$ cat src/rtl/pattern_checker_pkg.sv
// Shared types and helpers for the pattern applier / response checker.
package pattern_checker_pkg;

  typedef enum logic [2:0] {
    IDLE,
    APPLY,
    WAIT,
    SAMPLE,
    DONE
  } pc_state_e;

  // Index width for a memory of n entries; never narrower than one bit.
  function automatic int pc_idx_w(input int n);
    return (n > 1) ? $clog2(n) : 1;
  endfunction

endpackage

$ cat src/rtl/pattern_mem.sv
// Pattern register file: synchronous write, asynchronous read.
module pattern_mem
  import pattern_checker_pkg::*;
#(
  parameter int W     = 8,
  parameter int DEPTH = 16,
  localparam int IW   = pc_idx_w(DEPTH)
) (
  input  logic          clk,
  input  logic          we,
  input  logic [IW-1:0] waddr,
  input  logic [W-1:0]  wdata,
  input  logic [IW-1:0] raddr,
  output logic [W-1:0]  rdata
);

  logic [W-1:0] mem [DEPTH];

  always_ff @(posedge clk) begin
    if (we) mem[waddr] <= wdata;
  end

  assign rdata = mem[raddr];

endmodule

$ cat config.mk
export PLATFORM = sky130hd
export DESIGN_NAME = pattern_mem
export DESIGN_NICKNAME = d
export VERILOG_FILES = /design/src/rtl/pattern_checker_pkg.sv /design/src/rtl/pattern_mem.sv
export SDC_FILE = /design/constraint.sdc
export NUM_CORES = 1
export LEC_CHECK = 0
export CAP_MARGIN = 20
export CORE_ASPECT_RATIO = 1.1
export CORE_MARGIN = 2
export CORE_UTILIZATION = 65
export CTS_BUF_LIST = sky130_fd_sc_hd__clkbuf_4
export DETAILED_ROUTE_END_ITERATION = 7
export PLACE_DENSITY = 0.95
export SYNTH_ARGS = -nofsm -noshare
export SYNTH_HDL_FRONTEND = slang
export SYNTH_SLANG_ARGS = --single-unit
$ cat constraint.sdc
create_clock -name clk -period 4.7 [get_ports clk]
set_input_delay 0.94 -clock clk [delete_from_list [all_inputs] [get_ports clk]]
set_output_delay 0.94 -clock clk [all_outputs]
set_load 0.05 [all_outputs]
==> impl_metrics.env, run 1 <==
export IMPL_status="finished clean"
export IMPL_min_from="waddr[1]"
export IMPL_vdd_drop_max_v=0.000279
export IMPL_synth_commonest_cells="edfxtp_1 (128), mux4_2 (18), a22oi_1 (16), mux4_1 (14), nor2_1 (13)"
export IMPL_drc=0
export IMPL_start_util_pct=67.1
export IMPL_min_delay_path_class="input port to register"
export IMPL_core_area_um2=7430
export IMPL_synthCells=221
export IMPL_dr_pass1_iters=5
export IMPL_cts_buffer_depth=2
export IMPL_finalHoldViolCount=0
export IMPL_finalCritPeriodShare_pct=79.9
export IMPL_cts_tree="yes"
export IMPL_vias_per_cell=6.73
export IMPL_p_comb_share_pct=7.4
export IMPL_hold_buffers=0
export IMPL_path_clk_slew_ns=0.11
export IMPL_top_register="mem"
export IMPL_start_kind="input port"
export IMPL_p_int_mw=1.66
export IMPL_cts_setup_buffers=0
export IMPL_critical_path_class="input port to output pin"
export IMPL_synth_top_area_cell="edfxtp_1"
export IMPL_powerDensity_nw_per_um2=390
export IMPL_die_y_um=95.9
export IMPL_htreeDepth=4
export IMPL_yosysTopAreaCellShare_pct=77.1
export IMPL_synth_nets=239
export IMPL_drive_above_1_share_pct=24.1
export IMPL_yosysMostFrequentCell="edfxtp_1"
export IMPL_ys_async_sr_fraction_pct=0
export IMPL_stdcell_count=361
export IMPL_power_switching_mw=0.517
export IMPL_setup_tns_final_ns=0
export IMPL_period_minus_slack_ns=3.75
export IMPL_antenna_left=0
export IMPL_synth_edf_count=128
export IMPL_synth_cell_area_um2=4990
export IMPL_seqPwrFrac_pct=58.9
export IMPL_grt_pass1_vias=2450
export IMPL_fill_cells=427
export IMPL_largest_register_ffs=128
export IMPL_diodes=0
export IMPL_ys_ff_latch=128
export IMPL_num_rows=33
export IMPL_fin_total_pwr_mw=2.18
export IMPL_synth_ff_type="edfxtp_1"
export IMPL_routed_wl_um=9340
export IMPL_wl_per_cell_um=25.9
export IMPL_netlist_cell_type_count=18
export IMPL_grt_overflow_total=0
export IMPL_gp_congestion=0.775
export IMPL_crit_start="raddr[0]"
export IMPL_top_regs="mem x128"
export IMPL_tightest_slew_ns=0.908
export IMPL_finalSetupViolations=0
export IMPL_required_ns=3.76
export IMPL_hpwl_um=5980
export IMPL_grt_first_pass_wirelength_um=13900
export IMPL_num_vias=2430
export IMPL_yosysSeqAreaShare_pct=77.1
export IMPL_p_leak_nw=1.82
export IMPL_p_clk_share_pct=33.7
export IMPL_relSlewSlack_pct=39.2
export IMPL_hold_end="mem[0][2]"
export IMPL_rsz0062_at_grt="false"
export IMPL_synthTopCellsByArea="edfxtp_1 (77%), mux4_2 (8.1%), mux4_1 (7.4%), a22oi_1 (2.4%), nor2_1 (0.98%)"
export IMPL_grt_max_degree=33
export IMPL_die_x_um=87.5
export IMPL_swShare_pct=23.7
export IMPL_track_usage_pct=24.9
export IMPL_antenna_found_initial=0
export IMPL_nets=279
export IMPL_cts_root_buf="clkbuf_4"
export IMPL_synth_warnings=0
export IMPL_clock_sinks=128
export IMPL_fp_dieArea_um2=8390
export IMPL_maxCapViolCount=0
export IMPL_slew_viol_final=0
export IMPL_fin_util_pct=75.1
export IMPL_dp_cells=329
export IMPL_crit_path_max_fanout=19
export IMPL_cp_arrival_ns=2.81
export IMPL_setup_worst_path_end_class="output pin"
export IMPL_drtIter0Drc=213
export IMPL_numPortBuffers=25
export IMPL_io_pins=26
export IMPL_whs_path_depth=2
export IMPL_cts_resized=0
export IMPL_fmax_ghz=0.266
export IMPL_post_synth_cell_area_avg_um2=22.6
export IMPL_placed_cell_area_um2=5290
export IMPL_cts_buffers=17
export IMPL_finalInstanceArea_um2=5580
export IMPL_area_growth_pct=11.9
metrics by stage:
| step | worst slack, ns | hold WS (ns) |
|---|---|---|
| 6_report | 0.947 | 1.37 |
| 5_1_grt | 0.823 | 1.36 |
| 4_1_cts | 0.926 | 1.31 |
| 3_5_place_dp | 0.927 | 1.76 |
| 3_3_place_gp | 0.957 | 1.74 |
| 2_1_floorplan | 1.54 | 1.04 |
cell usage in the layout, fill, tap and decap left out, drive strengths merged:
| cell | n |
|---|---|
| a22oi | 16 |
| and2 | 1 |
| and2b | 1 |
| buf | 15 |
| bufinv | 2 |
| clkbuf | 17 |
| clkdlybuf4s50 | 16 |
| clkinv | 7 |
| clkinvlp | 3 |
| edfxtp | 128 |
| inv | 3 |
| mux4 | 32 |
| nand2 | 9 |
| nand2b | 2 |
| nand3 | 1 |
| nand3b | 2 |
| nor2 | 13 |
| nor2b | 1 |
| nor3 | 4 |
| or3b | 1 |
how the worst max path moves through the flow:
stage / endpoint / slack [ns] / cells after the start
floorplan: rdata[4] / 1.54 / 5
global placement: rdata[0] / 0.96 / 6
detailed placement: rdata[0] / 0.93 / 6
CTS: rdata[0] / 0.93 / 6
global route: rdata[0] / 0.82 / 6
finish: rdata[0] / 0.95 / 6
metal layers:
layer  global-route usage, %  vias to the layer above  wire length, um
met1                    33.2                     1203             3500
li1                        -                     1033                -
met3                    7.12                       33              895
met5                       0                        -                0
met2                    37.9                      161             4640
met4                    13.3                        0              311
cells by family (layout without fill, tap and decap cells):
kind of cell,count (synthesis),in the layout,share of synthesized area [%]
compound gates,16,16,2.41
buf+inv,10,63,1.73
flops,128,128,77.1
simple gates,35,35,3.29
mux,32,32,15.5
worst max-delay path, cell delays in order:
cell     delay [ns]
buf_2          0.43
buf_12         0.27
mux4_1         0.57
a22oi_1        0.26
nand2_1        0.13
buf_4          0.21
layout make-up:
cell class	count	area (um^2)	share of cell area (%)
Clock buffer	17	128	2.29
Clock inverter	15	163	2.91
Multi-Input combinational cell	83	1060	18.9
Sequential cell	128	3840	68.8
Tap cell	87	109	1.95
Timing Repair Buffer	31	283	5.06
power by group through the flow:
stage / Combinational (mW) / Sequential [mW] / Clock, mW
after floorplan: 0.0987 / 1.31 / 0
after global placement: 0.156 / 1.31 / 0
after detailed placement: 0.161 / 1.31 / 0
after CTS: 0.162 / 1.28 / 0.748
after global routing: 0.170 / 1.29 / 0.797
final: 0.162 / 1.28 / 0.734
No activity file was read; power rests on OpenSTA's default activity.
==> inputs of run 2 (changes only) <==
CORE_UTILIZATION = 56   (was 65)
PLACE_DENSITY = 0.88   (was 0.95)
clock period = 3.15 ns   (was 4.7 ns; I/O delays follow)
==> impl_metrics.env, run 2 (synthesis results as in run 1) <==
export IMPL_status="finished clean"
export IMPL_tightest_slew_ns=0.626
export IMPL_area_growth_pct=15.4
export IMPL_path_buf_inv=3
export IMPL_antenna_found_initial=0
export IMPL_cts_resized=0
export IMPL_wl_per_cell_um=23.4
export IMPL_start_util_pct=57.1
export IMPL_grt_pass1_vias=2510
export IMPL_grt_first_pass_wirelength_um=14300
export IMPL_powerDensity_nw_per_um2=579
export IMPL_routed_wl_um=9380
export IMPL_crit_path_max_fanout=32
export IMPL_die_y_um=103
export IMPL_diodes=0
export IMPL_finalInstanceArea_um2=5760
export IMPL_grt_overflow_total=0
export IMPL_min_delay_path_class="input port to register"
export IMPL_clock_sinks=128
export IMPL_setup_tns_final_ns=0
export IMPL_path_clk_slew_ns=0.11
export IMPL_critPathMaxStageDelay_ns=0.50
export IMPL_critical_path_class="input port to output pin"
export IMPL_top_register="mem"
export IMPL_finalHoldViolCount=0
export IMPL_slew_viol_final=0
export IMPL_required_ns=2.52
export IMPL_core_area_um2=8740
export IMPL_relSlewSlack_pct=58.2
export IMPL_final_cell_mix="edfxtp_1 (128), buf_4 (26), mux4_2 (18)"
export IMPL_critPathSlowestCell="clkdlybuf4s50_1"
export IMPL_vias_per_cell=6.08
export IMPL_vdd_drop_max_v=0.000268
export IMPL_dr_pass1_iters=4
export IMPL_fin_util_pct=65.9
export IMPL_track_usage_pct=21.6
export IMPL_drc=0
export IMPL_cts_tree="yes"
export IMPL_gp_congestion=0.802
export IMPL_hold_buffers=0
export IMPL_finalSetupViolations=0
export IMPL_cts_buffer_depth=2
export IMPL_io_pins=26
export IMPL_nets=293
export IMPL_layout_commonest_cell="edfxtp_1"
export IMPL_period_minus_slack_ns=2.99
export IMPL_setup_worst_path_end_class="output pin"
export IMPL_fin_total_pwr_mw=3.33
export IMPL_fmax_ghz=0.334
export IMPL_cts_root_buf="clkbuf_4"
export IMPL_num_rows=36
export IMPL_timing_hold_ws_ns=1.06
export IMPL_cts_buffers=17
export IMPL_numPortBuffers=25
export IMPL_p_leak_nw=1.91
export IMPL_rsz0062_at_grt="false"
export IMPL_worstPathCellList="clkdlybuf4s50_1 > buf_12 > mux4_1 > a22oi_1 > nand2_1 > buf_4"
export IMPL_drive_above_1_share_pct=27.5
export IMPL_cts_setup_buffers=0
export IMPL_grt_max_degree=33
export IMPL_fp_dieArea_um2=9680
export IMPL_placed_cell_area_um2=5440
export IMPL_path_delay_family="buffers and inverters"
export IMPL_largest_register_ffs=128
export IMPL_antenna_left=0
export IMPL_htreeDepth=4
export IMPL_die_x_um=94.0
export IMPL_finalCritPeriodShare_pct=94.9
export IMPL_drtIter0Drc=231
export IMPL_start_kind="input port"
export IMPL_hpwl_um=5980
export IMPL_maxCapViolCount=0
export IMPL_num_vias=2439
export IMPL_top_regs="mem x128"
export IMPL_cp_arrival_ns=2.36
==> run 2: final timing paths <==
path,start,to,slack [ns],cells past startpoint
worst max-delay path,raddr[1],rdata[5],0.16,6
worst min-delay path,waddr[0],mem[0][5],1.06,2
==> run 2: per-stage QoR <==
| stage | setup WS, ns | cells |
|---|---|---|
| 6_report | 0.159 | 401 |
| 5_1_grt | 0.112 | 401 |
| 4_1_cts | 0.160 | 401 |
| 3_5_place_dp | 0.160 | 370 |
| 3_3_place_gp | 0.203 | 370 |
| 2_1_floorplan | 0.609 | 221 |
==> run 2: power by group <==
part / internal [mW] / switching [mW] / total, mW
Sequential: 1.91 / 0.00801 / 1.92
Clock: 0.560 / 0.612 / 1.17
Combinational: 0.0996 / 0.148 / 0.248
Total: 2.57 / 0.768 / 3.33
==> run 2: layout make-up <==
class / count / area, um^2
flip-flops and latches: 128 / 3840
fillers: 566 / 2980
multi-input cells: 83 / 1060
repair buffers: 45 / 400
clock inverters: 14 / 184
well taps: 114 / 143
clock buffers: 17 / 128
==> run 2: routing by layer <==
| metal | vias to the layer above | GRT usage [%] | part of all wire, % |
|---|---|---|---|
| met5 | - | 0 | 0 |
| met1 | 1241 | 27.7 | 40 |
| met4 | 0 | 10.8 | 2.4 |
| li1 | 1062 | - | - |
| met2 | 116 | 33.6 | 50 |
| met3 | 20 | 7.38 | 7.5 |
